**config.mk**
```make
export PLATFORM = sky130hd
export DESIGN_NAME = cache_mem_arbiter_flat
export DESIGN_NICKNAME = d
export VERILOG_FILES = /design/src/rtl/cpu_types_pkg.sv /design/src/rtl/cache_mem_arbiter_if.sv /design/src/rtl/cache_mem_arbiter.sv /design/src/flat_wrapper.sv
export SDC_FILE = /design/constraint.sdc
export NUM_CORES = 1
export LEC_CHECK = 0
export ABC_AREA = 1
export CORE_AREA = 2 2 105 107
export DETAILED_ROUTE_END_ITERATION = 10
export DIE_AREA = 0 0 107 109
export GPL_ROUTABILITY_DRIVEN = 0
export SYNTH_ARGS = -nofsm -noshare
export SYNTH_HDL_FRONTEND = slang
export SYNTH_SLANG_ARGS = --single-unit
```
**constraint.sdc**
```tcl
create_clock -name CLK -period 2.7 [get_ports CLK]
set_clock_uncertainty 0.05 [all_clocks]
set_input_delay 0.54 -clock CLK [delete_from_list [all_inputs] [get_ports CLK]]
set_output_delay 0.54 -clock CLK [all_outputs]
set_load 0.01 [all_outputs]
```
**src/rtl/cpu_types_pkg.sv**
```systemverilog
// Shared CPU memory-system types: word, RAM status and arbiter grant states.
package cpu_types_pkg;

    localparam int WORD_W = 32;

    typedef logic [WORD_W-1:0] word_t;

    // Status reported by the RAM model every cycle.
    typedef enum logic [1:0] {
        FREE   = 2'b00,
        BUSY   = 2'b01,
        ACCESS = 2'b10,
        ERROR  = 2'b11
    } ramstate_t;

    // Which requester currently owns the RAM port.
    typedef enum logic [1:0] {
        IDLE   = 2'b00,
        IGRANT = 2'b01,
        DREAD  = 2'b10,
        DWRITE = 2'b11
    } arb_state_t;

    // Default number of back-to-back data grants tolerated while the icache waits.
    localparam int STARVE_MAX_DEF = 4;

endpackage

```
**src/rtl/cache_mem_arbiter_if.sv**
```systemverilog
// Bundle of cache-side and RAM-side signals around the memory arbiter.
// The slave modport is the arbiter's view; master is the view of the
// caches plus RAM model that surround it.
interface cache_mem_arbiter_if;
    import cpu_types_pkg::*;

    // icache side
    logic      iREN;
    word_t     iaddr;
    logic      iwait;
    word_t     iload;

    // dcache side
    logic      dREN;
    logic      dWEN;
    word_t     daddr;
    word_t     dstore;
    logic      dwait;
    word_t     dload;

    // RAM side
    logic      ramREN;
    logic      ramWEN;
    word_t     ramaddr;
    word_t     ramstore;
    word_t     ramload;
    ramstate_t ramstate;

    modport slave (
        input  iREN, iaddr, dREN, dWEN, daddr, dstore, ramload, ramstate,
        output iwait, iload, dwait, dload, ramREN, ramWEN, ramaddr, ramstore
    );

    modport master (
        output iREN, iaddr, dREN, dWEN, daddr, dstore, ramload, ramstate,
        input  iwait, iload, dwait, dload, ramREN, ramWEN, ramaddr, ramstore
    );

endinterface

```
**src/rtl/cache_mem_arbiter.sv**
```systemverilog
// Shares the single RAM port between the icache fill path and the dcache
// load/store path. One grant is held at a time until RAM reports ACCESS.
// Data wins by default; a saturating counter forces the icache in after
// STARVE_MAX consecutive data completions while it was waiting.
module cache_mem_arbiter
    import cpu_types_pkg::*;
#(
    parameter int STARVE_MAX = STARVE_MAX_DEF
) (
    input  logic                 CLK,
    input  logic                 nRST,
    cache_mem_arbiter_if.slave   bus
);

    localparam int CNT_W = $clog2(STARVE_MAX + 1);
    localparam logic [CNT_W-1:0] CNT_MAX = CNT_W'(STARVE_MAX);

    arb_state_t       state_q,      state_d;
    logic [CNT_W-1:0] starve_cnt_q, starve_cnt_d;

    logic d_req;
    logic ram_done;

    // A write takes precedence over a read when both are raised together.
    assign d_req    = bus.dREN | bus.dWEN;
    assign ram_done = (bus.ramstate == ACCESS);

    // State and starvation counter registers.
    always_ff @(posedge CLK or negedge nRST) begin
        if (!nRST) begin
            state_q      <= IDLE;
            starve_cnt_q <= '0;
        end else begin
            state_q      <= state_d;
            starve_cnt_q <= starve_cnt_d;
        end
    end

    // Next-state arbitration, completion, abort and counter update.
    always_comb begin
        state_d      = state_q;
        starve_cnt_d = starve_cnt_q;
        unique case (state_q)
            IDLE: begin
                if (!bus.iREN) begin
                    starve_cnt_d = '0;
                end
                if (bus.iREN && (starve_cnt_q == CNT_MAX)) begin
                    state_d = IGRANT;
                end else if (bus.dWEN) begin
                    state_d = DWRITE;
                end else if (bus.dREN) begin
                    state_d = DREAD;
                end else if (bus.iREN) begin
                    state_d = IGRANT;
                end
            end
            IGRANT: begin
                // Dropped request aborts without touching the counter.
                if (!bus.iREN) begin
                    state_d = IDLE;
                end else if (ram_done) begin
                    state_d      = IDLE;
                    starve_cnt_d = '0;
                end
            end
            DREAD, DWRITE: begin
                if ((state_q == DREAD) ? !bus.dREN : !bus.dWEN) begin
                    state_d = IDLE;
                end else if (ram_done) begin
                    state_d = IDLE;
                    if (bus.iREN && (starve_cnt_q != CNT_MAX)) begin
                        starve_cnt_d = starve_cnt_q + 1'b1;
                    end
                end
            end
            default: begin
                state_d = IDLE;
            end
        endcase
    end

    // RAM port and cache-side decode; wait drops only in the ACCESS cycle
    // of the requester that owns the grant.
    always_comb begin
        bus.ramREN   = 1'b0;
        bus.ramWEN   = 1'b0;
        bus.ramaddr  = '0;
        bus.ramstore = '0;
        bus.iload    = bus.ramload;
        bus.dload    = bus.ramload;
        bus.iwait    = bus.iREN;
        bus.dwait    = d_req;
        unique case (state_q)
            IGRANT: begin
                bus.ramREN  = 1'b1;
                bus.ramaddr = bus.iaddr;
                if (ram_done) begin
                    bus.iwait = 1'b0;
                end
            end
            DREAD: begin
                bus.ramREN  = 1'b1;
                bus.ramaddr = bus.daddr;
                if (ram_done) begin
                    bus.dwait = 1'b0;
                end
            end
            DWRITE: begin
                bus.ramWEN   = 1'b1;
                bus.ramaddr  = bus.daddr;
                bus.ramstore = bus.dstore;
                if (ram_done) begin
                    bus.dwait = 1'b0;
                end
            end
            default: begin
            end
        endcase
    end

endmodule
```
**src/flat_wrapper.sv**
```systemverilog
// flat-port wrapper written by rule: the top's interface ports become plain ports
module cache_mem_arbiter_flat import cpu_types_pkg::*;
#(
    parameter int STARVE_MAX = STARVE_MAX_DEF
)
  (CLK, nRST, bus_iREN, bus_iaddr, bus_dREN, bus_dWEN, bus_daddr, bus_dstore, bus_ramload, bus_ramstate, bus_iwait, bus_iload, bus_dwait, bus_dload, bus_ramREN, bus_ramWEN, bus_ramaddr, bus_ramstore);
  cache_mem_arbiter_if bus_i ();
  input  logic CLK;
  input  logic nRST;
  input wire logic [$bits(bus_i.iREN)-1:0] bus_iREN;
  input wire logic [$bits(bus_i.iaddr)-1:0] bus_iaddr;
  input wire logic [$bits(bus_i.dREN)-1:0] bus_dREN;
  input wire logic [$bits(bus_i.dWEN)-1:0] bus_dWEN;
  input wire logic [$bits(bus_i.daddr)-1:0] bus_daddr;
  input wire logic [$bits(bus_i.dstore)-1:0] bus_dstore;
  input wire logic [$bits(bus_i.ramload)-1:0] bus_ramload;
  input wire logic [$bits(bus_i.ramstate)-1:0] bus_ramstate;
  output wire logic [$bits(bus_i.iwait)-1:0] bus_iwait;
  output wire logic [$bits(bus_i.iload)-1:0] bus_iload;
  output wire logic [$bits(bus_i.dwait)-1:0] bus_dwait;
  output wire logic [$bits(bus_i.dload)-1:0] bus_dload;
  output wire logic [$bits(bus_i.ramREN)-1:0] bus_ramREN;
  output wire logic [$bits(bus_i.ramWEN)-1:0] bus_ramWEN;
  output wire logic [$bits(bus_i.ramaddr)-1:0] bus_ramaddr;
  output wire logic [$bits(bus_i.ramstore)-1:0] bus_ramstore;
  assign bus_i.iREN = bus_iREN;
  assign bus_i.iaddr = bus_iaddr;
  assign bus_i.dREN = bus_dREN;
  assign bus_i.dWEN = bus_dWEN;
  assign bus_i.daddr = bus_daddr;
  assign bus_i.dstore = bus_dstore;
  assign bus_i.ramload = bus_ramload;
  assign bus_i.ramstate = bus_ramstate;
  assign bus_iwait = bus_i.iwait;
  assign bus_iload = bus_i.iload;
  assign bus_dwait = bus_i.dwait;
  assign bus_dload = bus_i.dload;
  assign bus_ramREN = bus_i.ramREN;
  assign bus_ramWEN = bus_i.ramWEN;
  assign bus_ramaddr = bus_i.ramaddr;
  assign bus_ramstore = bus_i.ramstore;
  cache_mem_arbiter #(.STARVE_MAX(STARVE_MAX)) u_core (.CLK(CLK), .nRST(nRST), .bus(bus_i));
endmodule
```
==> impl_metrics.yaml, run 1 <==
critical_path:
  cp-endpoint: "bus_ramaddr[22]"
  timing.rr.start: "u_core.state_q[1]"
  critPathKind: "reg -> out"
  cp-end-kind: "output pin"
  cp_slowest_stage_delay_ps: 570
  crit_fanout: 16
  cp-start-kind: "flip-flop"
  rrSetupSlack_ps: 1080
  reg2regPathDepth: 8
  worst_r2r_endpoint: "u_core.state_q[0]"
  cp_cell_sequence: "inv_2 > ha_2 > nor2_4 > inv_6 > nand2_1 > a21oi_1 > clkdlybuf4s50_1"
  arrival_ps: 1970
  crit_path_start: "u_core.state_q[0]"
  crit_required_ps: 2110
  slowest_stage: "clkdlybuf4s50_1"
clock_network:
  cts_root_buf: "clkbuf_8"
  holdBufCountCts: 0
  max-clock-path-buffers: 2
  htreeDepth: 1
  cts_sinks: 5
  numCtsBuffers: 3
  clk_latency_ps: 220
  cts_tree: "yes"
  path_clk_slew_ps: 30
synthesis:
  ys_top_cells_by_count: "118 x nand2_1, 65 x buf_4, 42 x inv_1"
  ys_warn_count: 0
  ys_seq_elements: 5
  yosysMostFrequentCell: "nand2_1"
  async_flop_share: 1.000
  synth_top_cells_by_area: "buf_4 29%, nand2_1 26%, a21oi_1 9.7%, inv_1 9.3%, dfrtp_1 7.4%"
  synth-edff-count: 0
  synth_top_area_frac: 0.2872
  synth_area_sq_um: 1699
  synthFlopType: "dfrtp_1"
  seq_area_frac_synth: 0.07364
  synth_top_area_cell: "buf_4"
  syn_nets: 451
  syn_area_per_cell_sq_um: 5.517
  synthDistinctLibCells: 22
  postSynthCellCount: 308
pwr:
  p_leak_nw: 1.460
  power.density_nw_per_um2: 705.7
  peakVddDrop_mv: 0.2756
sta:
  max_freq_mhz: 391.0
  finalSetupViolCount: 0
  fin_crit_sh: 0.9472
  fin_ws_ps: 142.6
  min_period_ps: 2557
  worst_slew_pin_slew_ps: 369.0
  finalHoldViolations: 0
  maxSlewHeadroom: 0.7540
  setup_tns_ps: 0
  rsz0062_at_grt: "false"
  slew_viol_final: 0
drt:
  totalWireLength_um: 6642
  vias_per_cell: 3.936
  drt_iter0_drc: 70
  vias: 2157
  drc: 0
  wl_per_cell_um: 12.12
  firstDrtPassIters: 4
  ant_nets: 0
final_layout:
  syn2layout_area_growth_pct: 84.24
  layout.cells.non_filler: 548
  drive_gt1_frac: 0.04902
  diodes: 0
  nets: 552
  final_area_sq_um: 3131
die:
  core_sq_um: 10600
  rows: 38
  die_w_um: 107
  die_area_sq_um: 11660
  initial_core_util: 0.1603
  dieHeight_um: 109
  io_pins: 267
grt:
  grt_pass1_wl_um: 9977
  grt_most_used_layer: "met2"
  grt_util_met2: 0.2097
  met3_usage: 0.04065
  antenna_found_initial: 0
  met1_usage: 0.09921
  track_usage: 0.1070
  grt_overflow: 0
  grt_max_degree: 36
  grt_pass1_vias: 2129
placed_design:
  dp_cells: 544
  portBuffers: 170
  place_area_sq_um: 3065
  place_ws_ps: 131.7
  place_hpwl_um: 5770
worst_hold_path:
  holdPathStages: 2
  min_path_type: "reg -> reg"
job:
  cap_viol_max_count: 0
run_status:
  status: "completed"
## logic make-up after synthesis
family | share of synthesized area
xor+xnor | 0.005156
buf+inv | 0.4286
flops | 0.07364
simple gates | 0.3240
compound gates | 0.1097
fa+ha+maj | 0.05891
## through the flow
step           hold WS (ps)  power (mW)    util
2_1_floorplan         194.4       1.193       -
3_3_place_gp          440.8       2.062  0.2891
3_5_place_dp          460.3       2.082  0.2891
4_1_cts               468.9       2.241  0.2947
5_1_grt               511.0       2.411  0.2953
6_report              468.3       2.209  0.2953
## how the worst min path moves through the flow
| stage | from | endpoint | slack (ps) |
|---|---|---|---|
| after detailed placement | u_core.starve_cnt_q[1] | u_core.starve_cnt_q[1] | 460 |
| after CTS | u_core.starve_cnt_q[1] | u_core.starve_cnt_q[1] | 470 |
| after floorplan | nRST | u_core.starve_cnt_q[0] | 190 |
| after global placement | u_core.starve_cnt_q[1] | u_core.starve_cnt_q[1] | 440 |
| after global routing | u_core.starve_cnt_q[1] | u_core.starve_cnt_q[1] | 510 |
| final | u_core.starve_cnt_q[1] | u_core.starve_cnt_q[1] | 470 |
## metal layers
layer,routed length (um),vias to the layer above
met1,2203,909
met4,210,0
met2,3325,174
met3,902,22
met5,0,-
li1,-,1052
## power breakdown
part           leakage, nW  internal [mW]  switching, mW
Combinational         1.37          0.959          0.974
Clock               0.0228          0.101         0.0332
Sequential          0.0642          0.102         0.0398
## flip-flops by register name, indices dropped and copies added, names as in the netlist
signal               cells
u_core.starve_cnt_q      3
u_core.state_q           2
## worst max-delay path: cells and delay by family, from the launching register on
family / cells / cell delay, ps
AND/OR/NAND/NOR: 2 / 140
flip-flops: 1 / 440
adder cells (fa/ha/maj): 1 / 240
AO/OA/AOI/OAI: 1 / 140
buffers and inverters: 3 / 780
## layout by cell type, fill, tap and decap left out, drive strengths merged, types with 2 or more instances in the layout
master / n
inv: 44
ha: 8
o21ai: 2
nand3b: 2
dfrtp: 5
nand4: 3
nor2: 6
nand3: 5
nand2: 118
a21oi: 33
clkbuf: 4
clkdlybuf4s50: 168
buf: 5
## repair_timing
action | 4_1_cts | 5_1_grt
endpoints found under the hold margin | 0 | 0
setup endpoints to repair | 22 | 26
setup buffers | 0 | 0
resized for setup | 4 | 5
## area by class of cell
class | instances | area, sq um
fill | 1172 | 7472
timing repair buffer | 175 | 1753
multi-input combinational | 180 | 860.8
tap | 140 | 175.2
inverter | 44 | 170.2
sequential | 5 | 126.4
clock buffer | 4 | 45.04
No activity file was read; power rests on OpenSTA's default activity.
==> run 2: changes to the inputs <==
Settings changed: SLEW_MARGIN set to 5.
==> results of run 2 <==
Final layout, timing and power as in run 1 (identical DEF).
